## config.mk

```make
export PLATFORM = sky130hd
export DESIGN_NAME = alu_seq
export DESIGN_NICKNAME = d
export VERILOG_FILES = /design/src/rtl/alu_seq.sv
export SDC_FILE = /design/constraint.sdc
export NUM_CORES = 1
export LEC_CHECK = 0
export CORE_MARGIN = 2
export CORE_UTILIZATION = 45
export DETAILED_ROUTE_END_ITERATION = 10
export PLACE_DENSITY = 0.74
export SLEW_MARGIN = 20
export SYNTH_ARGS = -nofsm -noshare
export SYNTH_HDL_FRONTEND = slang
export SYNTH_SLANG_ARGS = --single-unit
```

## constraint.sdc

```tcl
create_clock -name clk -period 2.58 [get_ports clk]
set_input_delay 0.645 -clock clk [delete_from_list [all_inputs] [get_ports clk]]
set_output_delay 0.645 -clock clk [all_outputs]
set_load 0.01 [all_outputs]
```

## src/rtl/alu_seq.sv

```systemverilog
// alu_seq
//   Handshaked, parametrised ALU. An operation is accepted on the input
//   valid/ready channel. The registered result and its N/Z/C/V flags are
//   offered on the output valid/ready channel until the consumer takes them.
//   Shifts move one bit per cycle through a working register. When the macro
//   ALU_BARREL_SHIFT_EN is defined, shifts are instead computed in the accept
//   cycle, and the SHIFT state and its counter are not built.
//
// Ports
//   clk        rising-edge clock
//   rst_n      synchronous active-low reset
//   in_valid   operation presented
//   in_ready   block can accept an operation this cycle
//   a, b       operands (b is ignored by shifts)
//   op         000 ADD, 001 SUB, 010 AND, 011 OR, 100 XOR, 101 SHL, 110 SHR, 111 ASR
//   shamt      shift amount, 0..WIDTH-1
//   out_valid  out/flags hold a result
//   out_ready  consumer takes the result this cycle
//   out        registered result
//   flags      registered {N, Z, C, V}
module alu_seq #(
    parameter int WIDTH = 8,
    parameter int SHW   = $clog2(WIDTH)
) (
    input  logic             clk,
    input  logic             rst_n,
    input  logic             in_valid,
    output logic             in_ready,
    input  logic [WIDTH-1:0] a,
    input  logic [WIDTH-1:0] b,
    input  logic [2:0]       op,
    input  logic [SHW-1:0]   shamt,
    output logic             out_valid,
    input  logic             out_ready,
    output logic [WIDTH-1:0] out,
    output logic [3:0]       flags
);

    localparam logic [2:0] OP_ADD = 3'b000;
    localparam logic [2:0] OP_SUB = 3'b001;
    localparam logic [2:0] OP_AND = 3'b010;
    localparam logic [2:0] OP_OR  = 3'b011;
    localparam logic [2:0] OP_XOR = 3'b100;
    localparam logic [2:0] OP_SHL = 3'b101;
    localparam logic [2:0] OP_SHR = 3'b110;
    localparam logic [2:0] OP_ASR = 3'b111;

    localparam logic [1:0] ST_IDLE  = 2'd0;
`ifndef ALU_BARREL_SHIFT_EN
    localparam logic [1:0] ST_SHIFT = 2'd1;
`endif
    localparam logic [1:0] ST_HOLD  = 2'd2;

    logic [1:0]       state;
    logic             accept;
    logic [WIDTH:0]   sum;
    logic [WIDTH:0]   diff;
    logic [WIDTH-1:0] res_d;
    logic             c_d;
    logic             v_d;

    // Ready depends only on state, out_ready and reset: a held result can be
    // drained and replaced on the same edge.
    assign in_ready  = rst_n & ((state == ST_IDLE) | ((state == ST_HOLD) & out_ready));
    assign accept    = in_valid & in_ready;
    assign out_valid = (state == ST_HOLD);

`ifdef ALU_BARREL_SHIFT_EN
    // The operand is padded by one bit so that the last bit shifted out lands
    // in the pad position: bit WIDTH for a left shift, bit 0 for a right shift.
    logic [WIDTH:0] sh_l;
    logic [WIDTH:0] sh_r;
    logic [WIDTH:0] sh_a;

    always_comb begin
        sh_l = {1'b0, a} << shamt;
        sh_r = {a, 1'b0} >> shamt;
        sh_a = $signed({a, 1'b0}) >>> shamt;
    end
`endif

    // Single-cycle result. Without the barrel shifter, this path only handles
    // shifts with shamt==0, which pass a through with C=0.
    always_comb begin
        sum   = {1'b0, a} + {1'b0, b};
        diff  = {1'b0, a} - {1'b0, b};
        res_d = '0;
        c_d   = 1'b0;
        v_d   = 1'b0;
        case (op)
            OP_ADD: begin
                res_d = sum[WIDTH-1:0];
                c_d   = sum[WIDTH];
                v_d   = (a[WIDTH-1] == b[WIDTH-1]) && (sum[WIDTH-1] != a[WIDTH-1]);
            end
            OP_SUB: begin
                // The extra bit of the difference is the unsigned borrow.
                res_d = diff[WIDTH-1:0];
                c_d   = diff[WIDTH];
                v_d   = (a[WIDTH-1] != b[WIDTH-1]) && (diff[WIDTH-1] != a[WIDTH-1]);
            end
            OP_AND: res_d = a & b;
            OP_OR:  res_d = a | b;
            OP_XOR: res_d = a ^ b;
`ifdef ALU_BARREL_SHIFT_EN
            OP_SHL: begin
                res_d = sh_l[WIDTH-1:0];
                c_d   = sh_l[WIDTH];
            end
            OP_SHR: begin
                res_d = sh_r[WIDTH:1];
                c_d   = sh_r[0];
            end
            OP_ASR: begin
                res_d = sh_a[WIDTH:1];
                c_d   = sh_a[0];
            end
`else
            OP_SHL, OP_SHR, OP_ASR: res_d = a;
`endif
            default: res_d = '0;
        endcase
    end

`ifndef ALU_BARREL_SHIFT_EN
    logic [WIDTH-1:0] work;
    logic [SHW-1:0]   cnt;
    logic [1:0]       sop;
    logic [WIDTH-1:0] step_res;
    logic             step_c;
    logic             is_iter;

    // Only a nonzero shift amount takes the multi-cycle path.
    assign is_iter = op[2] & (op[1:0] != 2'b00) & (shamt != '0);

    // One-bit step of the working register. sop holds the low op bits:
    // 01 SHL, 10 SHR, 11 ASR.
    always_comb begin
        step_res = work;
        step_c   = 1'b0;
        case (sop)
            2'b01: begin
                step_res = {work[WIDTH-2:0], 1'b0};
                step_c   = work[WIDTH-1];
            end
            2'b10: begin
                step_res = {1'b0, work[WIDTH-1:1]};
                step_c   = work[0];
            end
            default: begin
                step_res = {work[WIDTH-1], work[WIDTH-1:1]};
                step_c   = work[0];
            end
        endcase
    end
`endif

    // Control and result registers. An accept in HOLD drains the current
    // result and loads the next operation on the same edge.
    always_ff @(posedge clk) begin
        if (!rst_n) begin
            state <= ST_IDLE;
            out   <= '0;
            flags <= '0;
`ifndef ALU_BARREL_SHIFT_EN
            work  <= '0;
            cnt   <= '0;
            sop   <= '0;
`endif
        end else begin
            case (state)
                ST_IDLE, ST_HOLD: begin
                    if (accept) begin
`ifndef ALU_BARREL_SHIFT_EN
                        if (is_iter) begin
                            work  <= a;
                            cnt   <= shamt;
                            sop   <= op[1:0];
                            state <= ST_SHIFT;
                        end else
`endif
                        begin
                            out   <= res_d;
                            flags <= {res_d[WIDTH-1], (res_d == '0), c_d, v_d};
                            state <= ST_HOLD;
                        end
                    end else if ((state == ST_HOLD) && out_ready) begin
                        state <= ST_IDLE;
                    end
                end
`ifndef ALU_BARREL_SHIFT_EN
                ST_SHIFT: begin
                    work <= step_res;
                    cnt  <= cnt - SHW'(1);
                    // The last step publishes its own result and carry.
                    if (cnt == SHW'(1)) begin
                        out   <= step_res;
                        flags <= {step_res[WIDTH-1], (step_res == '0), step_c, 1'b0};
                        state <= ST_HOLD;
                    end
                end
`endif
                default: state <= ST_IDLE;
            endcase
        end
    end

endmodule

```

==> metrics.log <==
[metrics] run status: finished clean
[metrics] final number of hold-violating endpoints: 0
[metrics] type of origin of the critical path: primary input
[metrics] most used flip-flop cell after synthesis: sky130_fd_sc_hd__dfxtp_1
[metrics] worst-margin pin slew: 0.559 ns
[metrics] cell at the root of the clock tree: sky130_fd_sc_hd__clkbuf_8
[metrics] count of nets left with antenna violations after detail routing: 0
[metrics] Bufs on Longest Clock Path: 2
[metrics] final setup vio count: 0
[metrics] number of input and output port buffers inserted: 39
[metrics] layout-stage area growth over the synthesis result: 50.3%
[metrics] gate count after technology mapping: 369
[metrics] area of the multi-input gates: 0.00215 mm^2
[metrics] drt via density: 5.87
[metrics] number of iterations in the first detailed-routing pass: 5
[metrics] setup slack of the critical path after layout: 0.0398 ns
[metrics] Async SR Flop Fraction: 0
[metrics] Post-DP Area: 0.00376 mm^2
[metrics] mean instance size in the synthesized netlist: 7.32 um^2
[metrics] number of different library cells in the post-synthesis netlist: 61
[metrics] clock latency on the worst-skew pair: 0.28 ns
[metrics] Worst setup EP type: register
[metrics] worst hold margin: 0.460 ns
[metrics] total number of clock tree sinks: 26
[metrics] worst slew slack as a fraction of its limit: 0.627
[metrics] synthesized area: 0.00270 mm^2
[metrics] cell leakage power: 1.75 nW
[metrics] Final Max Slew Viols: 0
[metrics] Clock Pin Slew Worst Setup and Hold Paths: 0.08 ns
[metrics] final design area excluding fillers: 0.00406 mm^2
[metrics] synthesized flop and latch total: 26
[metrics] Pwr per Cell Area: 355 mW/mm^2
[metrics] maximum fanout encountered on the critical timing path: 3
[metrics] worst path required time: 2.80 ns
[metrics] arrival time reported for the critical path endpoint: 2.76 ns
[metrics] CTS Hold Bufs: 0
[metrics] detailed-route via count: 3276
[metrics] setup repair after global routing missed its margin: true
[metrics] Clock Skews: 0.0139 ns
[metrics] routed wirelength normalized by instance count: 16.4 um
[metrics] FF+latch area: 520 um^2
[metrics] Overall Power: 0.00144 W
[metrics] Max Fclk: 394 MHz
[metrics] area of the die: 0.00664 mm^2
[metrics] number of standard-cell rows in the floorplan: 28
[metrics] commonest cells in the synthesized netlist: sky130_fd_sc_hd__nand2_1 (37), sky130_fd_sc_hd__a21oi_1 (34), sky130_fd_sc_hd__nor2_1 (34)
[metrics] share of post-route cells with drive strength above 1: 0.313
[metrics] via count of the first global-routing pass: 3161
[metrics] DR iter-0 viols: 308
[metrics] clock buffers created by TritonCTS: 3
[metrics] Post-synth EDFFs: 0
[metrics] grt total ovfl: 0
[metrics] Core ar.: 0.00585 mm^2
[metrics] largest area contributor in the netlist: sky130_fd_sc_hd__dfxtp_1
[metrics] initial standard-cell utilization of the core: 0.462
[metrics] maximum number of pins on one net before global-route repair: 23
[metrics] most common cell in the netlist: sky130_fd_sc_hd__nand2_1
[metrics] initial antenna violation count: 0
[metrics] Yosys Warn Count: 0
[metrics] total detailed-routing wirelength: 9150 um
[metrics] H-tree levels: 1
[metrics] top-level I/O count: 40
[metrics] class of the most critical setup path: primary input to register
[metrics] max cap viols: 0
[metrics] clock tree from TritonCTS: built
[metrics] class of the tightest hold or removal check: register to register
[metrics] GRT Overall Usage: 0.282
[metrics] Area contributors post-synth: sky130_fd_sc_hd__dfxtp_1 (19%), sky130_fd_sc_hd__ha_1 (13%), sky130_fd_sc_hd__a21oi_1 (6.3%), sky130_fd_sc_hd__nand2_1 (5.1%), sky130_fd_sc_hd__o21ai_0 (5.0%)
[metrics] global-route wire length before repair: 14800 um
[metrics] layout filler cell count: 476
[metrics] sequential cell area fraction in the yosys report: 0.193
[metrics] height of the die: 81.5 um
[metrics] time the worst path needs with I/O delays and setup: 2.54 ns
[metrics] HPWL reported at the end of detailed placement: 7080 um
[metrics] number of nets in the layout: 541
[metrics] VDD IR-drop max: 0.266 mV
[metrics] DP Worst Slack: -0.646 ns
[metrics] Routability Congestion: 0.972
[metrics] number of diodes added for antenna fixing: 0
[metrics] Residual DRC: 0
[metrics] die boundary width: 81.5 um
[metrics] Synth Net Count: 426
[metrics] final critical-path share of the clock period: 0.985
[metrics] portion of synthesized cell area occupied by the leading cell type: 0.193
-- sequential cells by signal (all words and copies together) (netlist names) --
signal,flops
cnt,3
flags,3
work,8
sop,2
state,2
out,8
-- kinds of logic after synthesis --
group | count (synthesis) | synth area share
buffers and inverters | 53 | 0.0811
multiplexers | 3 | 0.0116
AND/OR/NAND/NOR | 126 | 0.224
adder cells (fa/ha/maj) | 31 | 0.149
AO/OA/AOI/OAI | 125 | 0.325
flip-flops | 26 | 0.193
XOR/XNOR | 5 | 0.0162
-- placed cells by master, fill, tap and decap left out, drive strengths merged, types with 3 or more instances in the layout --
master,n
buf,92
nand2,37
nor2,34
a21oi,34
inv,32
o21ai,30
ha,29
dfxtp,26
clkdlybuf4s50,23
nor3,14
a221oi,10
dlygate4sd2,9
nand3,8
nand2b,7
a22oi,6
and3,6
nor2b,5
xnor2,5
dlymetal6s2s,5
a211oi,5
a31oi,4
or2,4
nand4,3
o31ai,3
o21a,3
clkbuf,3
a2111oi,3
o21bai,3
o22ai,3
-- power breakdown --
group          total, W  leakage (nW)  switching (W)  internal [W]
Clock          0.000344        0.0357       0.000136      0.000208
Combinational  0.000661          1.50       0.000330      0.000330
Sequential     0.000436         0.211      0.0000153      0.000421
Total           0.00144          1.75       0.000481      0.000960
-- path summary, 6_finish.rpt --
path | cells past startpoint | from | endpoint | slack, ns
hold reg to reg | 2 | out[1]$_SDFFE_PN0P_ | out[1]$_SDFFE_PN0P_ | 0.46
setup reg to reg | 8 | sop[0]$_SDFFE_PN0P_ | flags[2]$_SDFFE_PN0P_ | 0.38
hold / removal | 2 | out[1]$_SDFFE_PN0P_ | out[1]$_SDFFE_PN0P_ | 0.46
setup / recovery | 10 | a[0] | flags[2]$_SDFFE_PN0P_ | 0.04
-- layer usage --
| layer | vias to the layer above | wire length [um] | global-route usage |
|---|---|---|---|
| li1 | 1563 | - | - |
| met1 | 1521 | 3800 | 0.363 |
| met2 | 156 | 4440 | 0.472 |
| met3 | 36 | 583 | 0.0429 |
| met4 | 0 | 327 | 0.115 |
| met5 | - | 0 | 0 |
-- cell type report --
class	instances	share of cell area
clock buffer	3	0.0102
clock inverter	1	0.00740
inverter	32	0.0296
multi-input combinational	290	0.530
sequential	26	0.128
tap	75	0.0231
timing repair buffer	131	0.271
-- through the flow --
step	utilization	std cells	TNS (ns)
after CTS	0.680	557	-0.0438
after floorplan	-	369	0
after global placement	0.642	550	-5.74
final	0.694	558	0
after detailed placement	0.642	550	-6.45
after global routing	0.694	558	-0.0570
-- repair_timing --
item	4_1_cts	5_1_grt
setup buffers	3	1
setup endpoints to repair	12	12
pin swaps	19	9
gates resized for setup	51	17
gates cloned	0	0
-- critical path, cell delays in order --
cell                              delay, ns
sky130_fd_sc_hd__clkdlybuf4s15_2       0.21
sky130_fd_sc_hd__ha_2                  0.20
sky130_fd_sc_hd__fa_2                  0.42
sky130_fd_sc_hd__a211oi_4              0.28
sky130_fd_sc_hd__nor3_4                0.09
sky130_fd_sc_hd__o311ai_2              0.26
sky130_fd_sc_hd__o311ai_1              0.17
sky130_fd_sc_hd__a21oi_2               0.17
sky130_fd_sc_hd__nor2b_1               0.14
sky130_fd_sc_hd__a41o_1                0.17
(Power assumes the default switching activity.)
==> edit 1 (same flow settings) <==
Build with the macro `ALU_BARREL_SHIFT_EN` defined.
--- a/src/rtl/alu_seq.sv
+++ b/src/rtl/alu_seq.sv
@@ -18,6 +18,8 @@
 //   out_ready  consumer takes the result this cycle
 //   out        registered result
 //   flags      registered {N, Z, C, V}
+`define ALU_BARREL_SHIFT_EN
+
 module alu_seq #(
     parameter int WIDTH = 8,
     parameter int SHW   = $clog2(WIDTH)
Behaviour: not the same (a bounded check fails within 4 cycles, from zero or initial values and one cycle with rst_n low).
==> edit 1 against the unedited design <==
The flow now finishes with violations (negative setup slack); maximum frequency decreased by 12%; cell area decreased by 3.9%; sequential share of layout area decreased by 6.7 points; hold slack improved by 6.2 ps; synthesized area decreased by 16%; global-route usage increased by 4.0 points; total power decreased by 18%; combinational power increased by 21%; via count decreased by 1.2%; sequential cell count decreased by 14; clock power decreased by 52%; setup slack got worse by 330 ps; wire length increased by 8.2%; count of clock-buffer cells in the layout unchanged.
==> edit 1: results (changes against the unedited design) <==
<table>
<tr><th>Metric</th><th>Value</th></tr>
<tr><th colspan="2">Power and ir drop</th></tr>
<tr><td>Maximum resistive drop on vdd</td><td>0.194 mV (was 0.266 mV)</td></tr>
<tr><th colspan="2">Synthesis</th></tr>
<tr><td>Sequential-to-total area share from yosys stat</td><td>10.6% (was 19.3%)</td></tr>
<tr><td>Mean cell area of the mapped netlist</td><td>7.34 sq um (was 7.32 sq um)</td></tr>
<tr><td>Top cells by area in the synthesized netlist</td><td>sky130_fd_sc_hd__ha_1 (13%), sky130_fd_sc_hd__dfxtp_1 (11%), sky130_fd_sc_hd__a21oi_1 (5.1%) (was sky130_fd_sc_hd__dfxtp_1 (19%), sky130_fd_sc_hd__ha_1 (13%), sky130_fd_sc_hd__a21oi_1 (6.3%))</td></tr>
<tr><td>Unique masters post-synth</td><td>63 (was 61)</td></tr>
<tr><th colspan="2">STA</th></tr>
<tr><td>Setup TNS</td><td>-398 ps (was 0 ps)</td></tr>
<tr><td>Transition time at the pin with the least slew margin</td><td>406 ps (was 559 ps)</td></tr>
<tr><td>Final critical-path setup slack</td><td>-293 ps (was 39.8 ps)</td></tr>
<tr><td>Total setup violations reported at the end of the flow</td><td>3 (was 0)</td></tr>
<tr><td>Maximum clock skew at final layout</td><td>0.260 ps (was 13.9 ps)</td></tr>
<tr><th colspan="2">Place</th></tr>
<tr><td>Placed cell count</td><td>495 (was 550)</td></tr>
<tr><td>Setup slack after placement</td><td>-867 ps (was -646 ps)</td></tr>
<tr><th colspan="2">Routing</th></tr>
<tr><td>First-iteration detailed-routing DRC count</td><td>389 (was 308)</td></tr>
<tr><td>Routed wire length</td><td>9890 um (was 9150 um)</td></tr>
<tr><th colspan="2">Layout</th></tr>
<tr><td>Registers with the highest flip-flop counts</td><td>out x8, flags x3, state x1 (was out x8, work x8)</td></tr>
<tr><td>Fraction of final layout cells sized beyond drive strength 1</td><td>45.0% (was 31.3%)</td></tr>
<tr><td>Post-layout instance count excluding filler cells</td><td>516 (was 558)</td></tr>
<tr><th colspan="2">Clock tree</th></tr>
<tr><td>Skew-Pair Late Insertion Delay</td><td>240 ps (was 280 ps)</td></tr>
<tr><th colspan="2">Run status</th></tr>
<tr><td>Violations in the final reports</td><td>negative setup slack</td></tr>
<tr><td>Run status</td><td>complete, but fails checks (was complete, no violations)</td></tr>
<tr><th colspan="2">GRT</th></tr>
<tr><td>Largest net degree at the start of global routing</td><td>21 (was 23)</td></tr>
<tr><td>Number of global-route vias before repair</td><td>2978 (was 3161)</td></tr>
<tr><td>Wire length of the first global-routing pass</td><td>13800 um (was 14800 um)</td></tr>
<tr><th colspan="2">Setup path</th></tr>
<tr><td>Arrival time of data at the critical path endpoint</td><td>3010 ps (was 2760 ps)</td></tr>
<tr><td>Worst-path fanout max</td><td>5 (was 3)</td></tr>
</table>
## edit 1: repair_timing
action / in CTS / in global routing
buffers inserted: 10 / 8
gates resized for setup: 103 / 40
endpoints found under the setup margin: 11 / 8
endpoints found under the hold margin: 0 / 0
gates cloned: 0 / 0
pin swaps: 25 / 24
## edit 1: critical path, stage by stage
cell and delay, ps:
sky130_fd_sc_hd__buf_8 110, sky130_fd_sc_hd__buf_6 110, sky130_fd_sc_hd__mux4_2 460, sky130_fd_sc_hd__a22o_1 200
sky130_fd_sc_hd__or4_4 580, sky130_fd_sc_hd__o21a_1 210, sky130_fd_sc_hd__a221oi_2 240, sky130_fd_sc_hd__nand4_1 170
sky130_fd_sc_hd__o41ai_2 290
## edit 1: final cells by class
| class | count | share of cell area [%] |
|---|---|---|
| multi-input combinational | 247 | 54.8 |
| timing repair buffer | 160 | 33.2 |
| sequential | 12 | 6.16 |
| inverter | 27 | 2.66 |
| tap | 67 | 2.15 |
| clock buffer | 3 | 1.06 |
## edit 1: cells by family (layout without fill, tap and decap cells)
group / count (synthesis) / after routing / synth area share (%)
fa+ha+maj: 26 / 26 / 15.0
compound gates: 95 / 95 / 29.9
xor+xnor: 5 / 5 / 1.93
buf+inv: 51 / 190 / 8.97
mux: 16 / 16 / 9.30
simple gates: 105 / 105 / 24.4
flops: 12 / 12 / 10.6
## edit 1: stage by stage
step	util, %	cell area, sq um	power, mW
floorplan	-	2310	0.534
global placement	72.0	3450	0.833
detailed placement	72.0	3450	0.850
CTS	77.6	3720	1.08
global route	81.5	3900	1.23
finish	81.5	3900	1.18
## edit 1: final timing paths
path / startpoint / endpoint / slack [ps] / depth (start not counted)
hold / removal: out[4]$_SDFFE_PN0P_ / out[4]$_SDFFE_PN0P_ / 470 / 2
setup reg to reg: state[1]$_SDFFE_PN0P_ / flags[2]$_SDFFE_PN0P_ / 1050 / 7
setup / recovery: a[3] / flags[2]$_SDFFE_PN0P_ / -290 / 9
hold reg to reg: out[4]$_SDFFE_PN0P_ / out[4]$_SDFFE_PN0P_ / 470 / 2
## edit 1: per-layer routing
metal	track usage (%)	up-vias	part of all wire (%)
li1	-	1422	-
met2	57.3	230	47
met1	37.1	1498	38
met5	0	-	0
met4	18.8	0	7.4
met3	3.48	87	8.0
## edit 1: where the power goes
part           leakage, nW  internal (mW)  switching (mW)
sequential          0.0988          0.202         0.00826
clock               0.0216          0.102          0.0633
combinational         1.67          0.411           0.392
==> edit 2 (same settings) <==
Made on the original files. Reset style: asynchronous (`rst_n`), changed in one clocked block. Comments in the files are not updated.
--- a/src/rtl/alu_seq.sv
+++ b/src/rtl/alu_seq.sv
@@ -157,7 +157,7 @@
 
     // Control and result registers. An accept in HOLD drains the current
     // result and loads the next operation on the same edge.
-    always_ff @(posedge clk) begin
+    always_ff @(posedge clk or negedge rst_n) begin
         if (!rst_n) begin
             state <= ST_IDLE;
             out   <= '0;
Behaviour: differs if rst_n is asserted again (counterexample within 4 cycles, from zero or initial values and one cycle with rst_n low); with rst_n held inactive, the same outputs for 10 cycles.
==> edit 2 against the unedited design <==
The flow now finishes with violations (negative setup slack); synthesized area decreased by 0.60%; hold slack improved by 24 ps; cell area increased by 3.4%; final cell count decreased by 5.7%; sequential cell count unchanged; setup slack got worse by 96 ps; register-to-register slack improved by 60 ps; count of clock-buffer cells in the layout increased by 1; synthesized cell count decreased by 11%; critical endpoint is now flags[2]$_DFFE_PN0P_; wire length decreased by 3.4%.
Power is not compared: it rests on default switching activity, and its combinational part moved more than twofold at a synthesized area within 25%.
==> edit 2: results (changes against the unedited design) <==
<table>
<tr><th>Metric</th><th>Value</th></tr>
<tr><th colspan="2">Synthesis</th></tr>
<tr><td>Post-synthesis share of cell area spent on xor and xnor gates</td><td>1.31% (was 1.62%)</td></tr>
<tr><td>Unique masters post-synth</td><td>63 (was 61)</td></tr>
<tr><td>Post-Synthesis Net Count</td><td>387 (was 426)</td></tr>
<tr><td>Compound-cell area share of the yosys netlist</td><td>30.2% (was 32.5%)</td></tr>
<tr><td>Synthesized instance count</td><td>330 (was 369)</td></tr>
<tr><td>Post-synthesis async set-or-reset flop share</td><td>100% (was 0%)</td></tr>
<tr><th colspan="2">Setup path</th></tr>
<tr><td>Worst r2r path cells</td><td>7 (was 8)</td></tr>
<tr><td>Timing endpoint of the critical path</td><td>flags[2]$_DFFE_PN0P_ (was flags[2]$_SDFFE_PN0P_)</td></tr>
<tr><td>FF-to-FF setup slack</td><td>440 ps (was 380 ps)</td></tr>
<tr><th colspan="2">STA</th></tr>
<tr><td>Setup TNS</td><td>-94.3 ps (was 0 ps)</td></tr>
<tr><td>Final critical-path setup slack</td><td>-56.0 ps (was 39.8 ps)</td></tr>
<tr><td>Worst rel slew slack</td><td>59.0% (was 62.7%)</td></tr>
<tr><td>Total setup violations reported at the end of the flow</td><td>3 (was 0)</td></tr>
<tr><th colspan="2">Place</th></tr>
<tr><td>Final weighted congestion in routability-driven placement</td><td>0.915 (was 0.972)</td></tr>
<tr><td>Placed cell count</td><td>507 (was 550)</td></tr>
<tr><th colspan="2">Layout</th></tr>
<tr><td>Post-layout instance count excluding filler cells</td><td>526 (was 558)</td></tr>
<tr><th colspan="2">Routing</th></tr>
<tr><td>Met3 WL</td><td>610 um (was 583 um)</td></tr>
<tr><td>M1 WL</td><td>3600 um (was 3800 um)</td></tr>
<tr><td>Post-detailed-route via-to-cell ratio</td><td>5.84 (was 5.87)</td></tr>
<tr><th colspan="2">GRT</th></tr>
<tr><td>Largest net degree at the start of global routing</td><td>27 (was 23)</td></tr>
<tr><td>Met1 routing resource usage after global routing</td><td>34.2% (was 36.3%)</td></tr>
<tr><td>Wire length of the first global-routing pass</td><td>13700 um (was 14800 um)</td></tr>
<tr><td>GRT Total Usage</td><td>26.6% (was 28.2%)</td></tr>
<tr><td>Met2 routing resource usage after global routing</td><td>46.3% (was 47.2%)</td></tr>
<tr><th colspan="2">Min path</th></tr>
<tr><td>Worst Hold Endpoint</td><td>out[5]$_DFFE_PN0P_ (was out[1]$_SDFFE_PN0P_)</td></tr>
<tr><td>Worst hold start</td><td>out[5]$_DFFE_PN0P_ (was out[1]$_SDFFE_PN0P_)</td></tr>
<tr><th colspan="2">Run status</th></tr>
<tr><td>Violations in the final reports</td><td>negative setup slack</td></tr>
<tr><td>Run status</td><td>complete, but fails checks (was complete, no violations)</td></tr>
</table>
[edit 2: changes by cell type after synthesis, sizes merged, moves of 5 or more]
cell / change
and3: -5
dfrtp: +26
dfxtp: -26
o211ai: +6
a21oi: -13
nor2b: +5
a221oi: -7
nor2: -12
[edit 2: through the flow]
stage | hold slack, ps | area, sq um | power (mW) | util, %
6_report | 485 | 4200 | 2.55 | 71.7
2_1_floorplan | 349 | 2720 | 1.56 | -
3_5_place_dp | 471 | 3720 | 2.15 | 63.6
5_1_grt | 510 | 4200 | 2.74 | 71.7
3_3_place_gp | 459 | 3720 | 2.13 | 63.6
4_1_cts | 491 | 3980 | 2.47 | 68.0
[edit 2: cell type report]
class | instances | area [sq um]
multi-input cells | 256 | 2130
fillers | 419 | 1660
repair buffers | 137 | 1150
flip-flops and latches | 26 | 651
inverters | 28 | 118
well taps | 75 | 93.8
clock buffers | 4 | 55.1
[edit 2: worst max-delay path, cell delays in order]
cell and delay, ps:
sky130_fd_sc_hd__buf_6 90, sky130_fd_sc_hd__buf_8 130, sky130_fd_sc_hd__inv_12 50, sky130_fd_sc_hd__ha_4 120, sky130_fd_sc_hd__fa_2 240, sky130_fd_sc_hd__nor3_4 60
sky130_fd_sc_hd__nor3_4 250, sky130_fd_sc_hd__buf_6 140, sky130_fd_sc_hd__o31ai_4 50, sky130_fd_sc_hd__o2bb2ai_1 160, sky130_fd_sc_hd__a211o_1 330, sky130_fd_sc_hd__or4_1 460
sky130_fd_sc_hd__o21ai_1 120
[edit 2: cells by family after synthesis]
logic type	after synthesis
AOI/OAI and AO/OA	116
and+or+nand+nor	103
buffers and inverters	48
adders and majority gates	31
DFF	26
xor gates and xnor gates	4
muxes	2
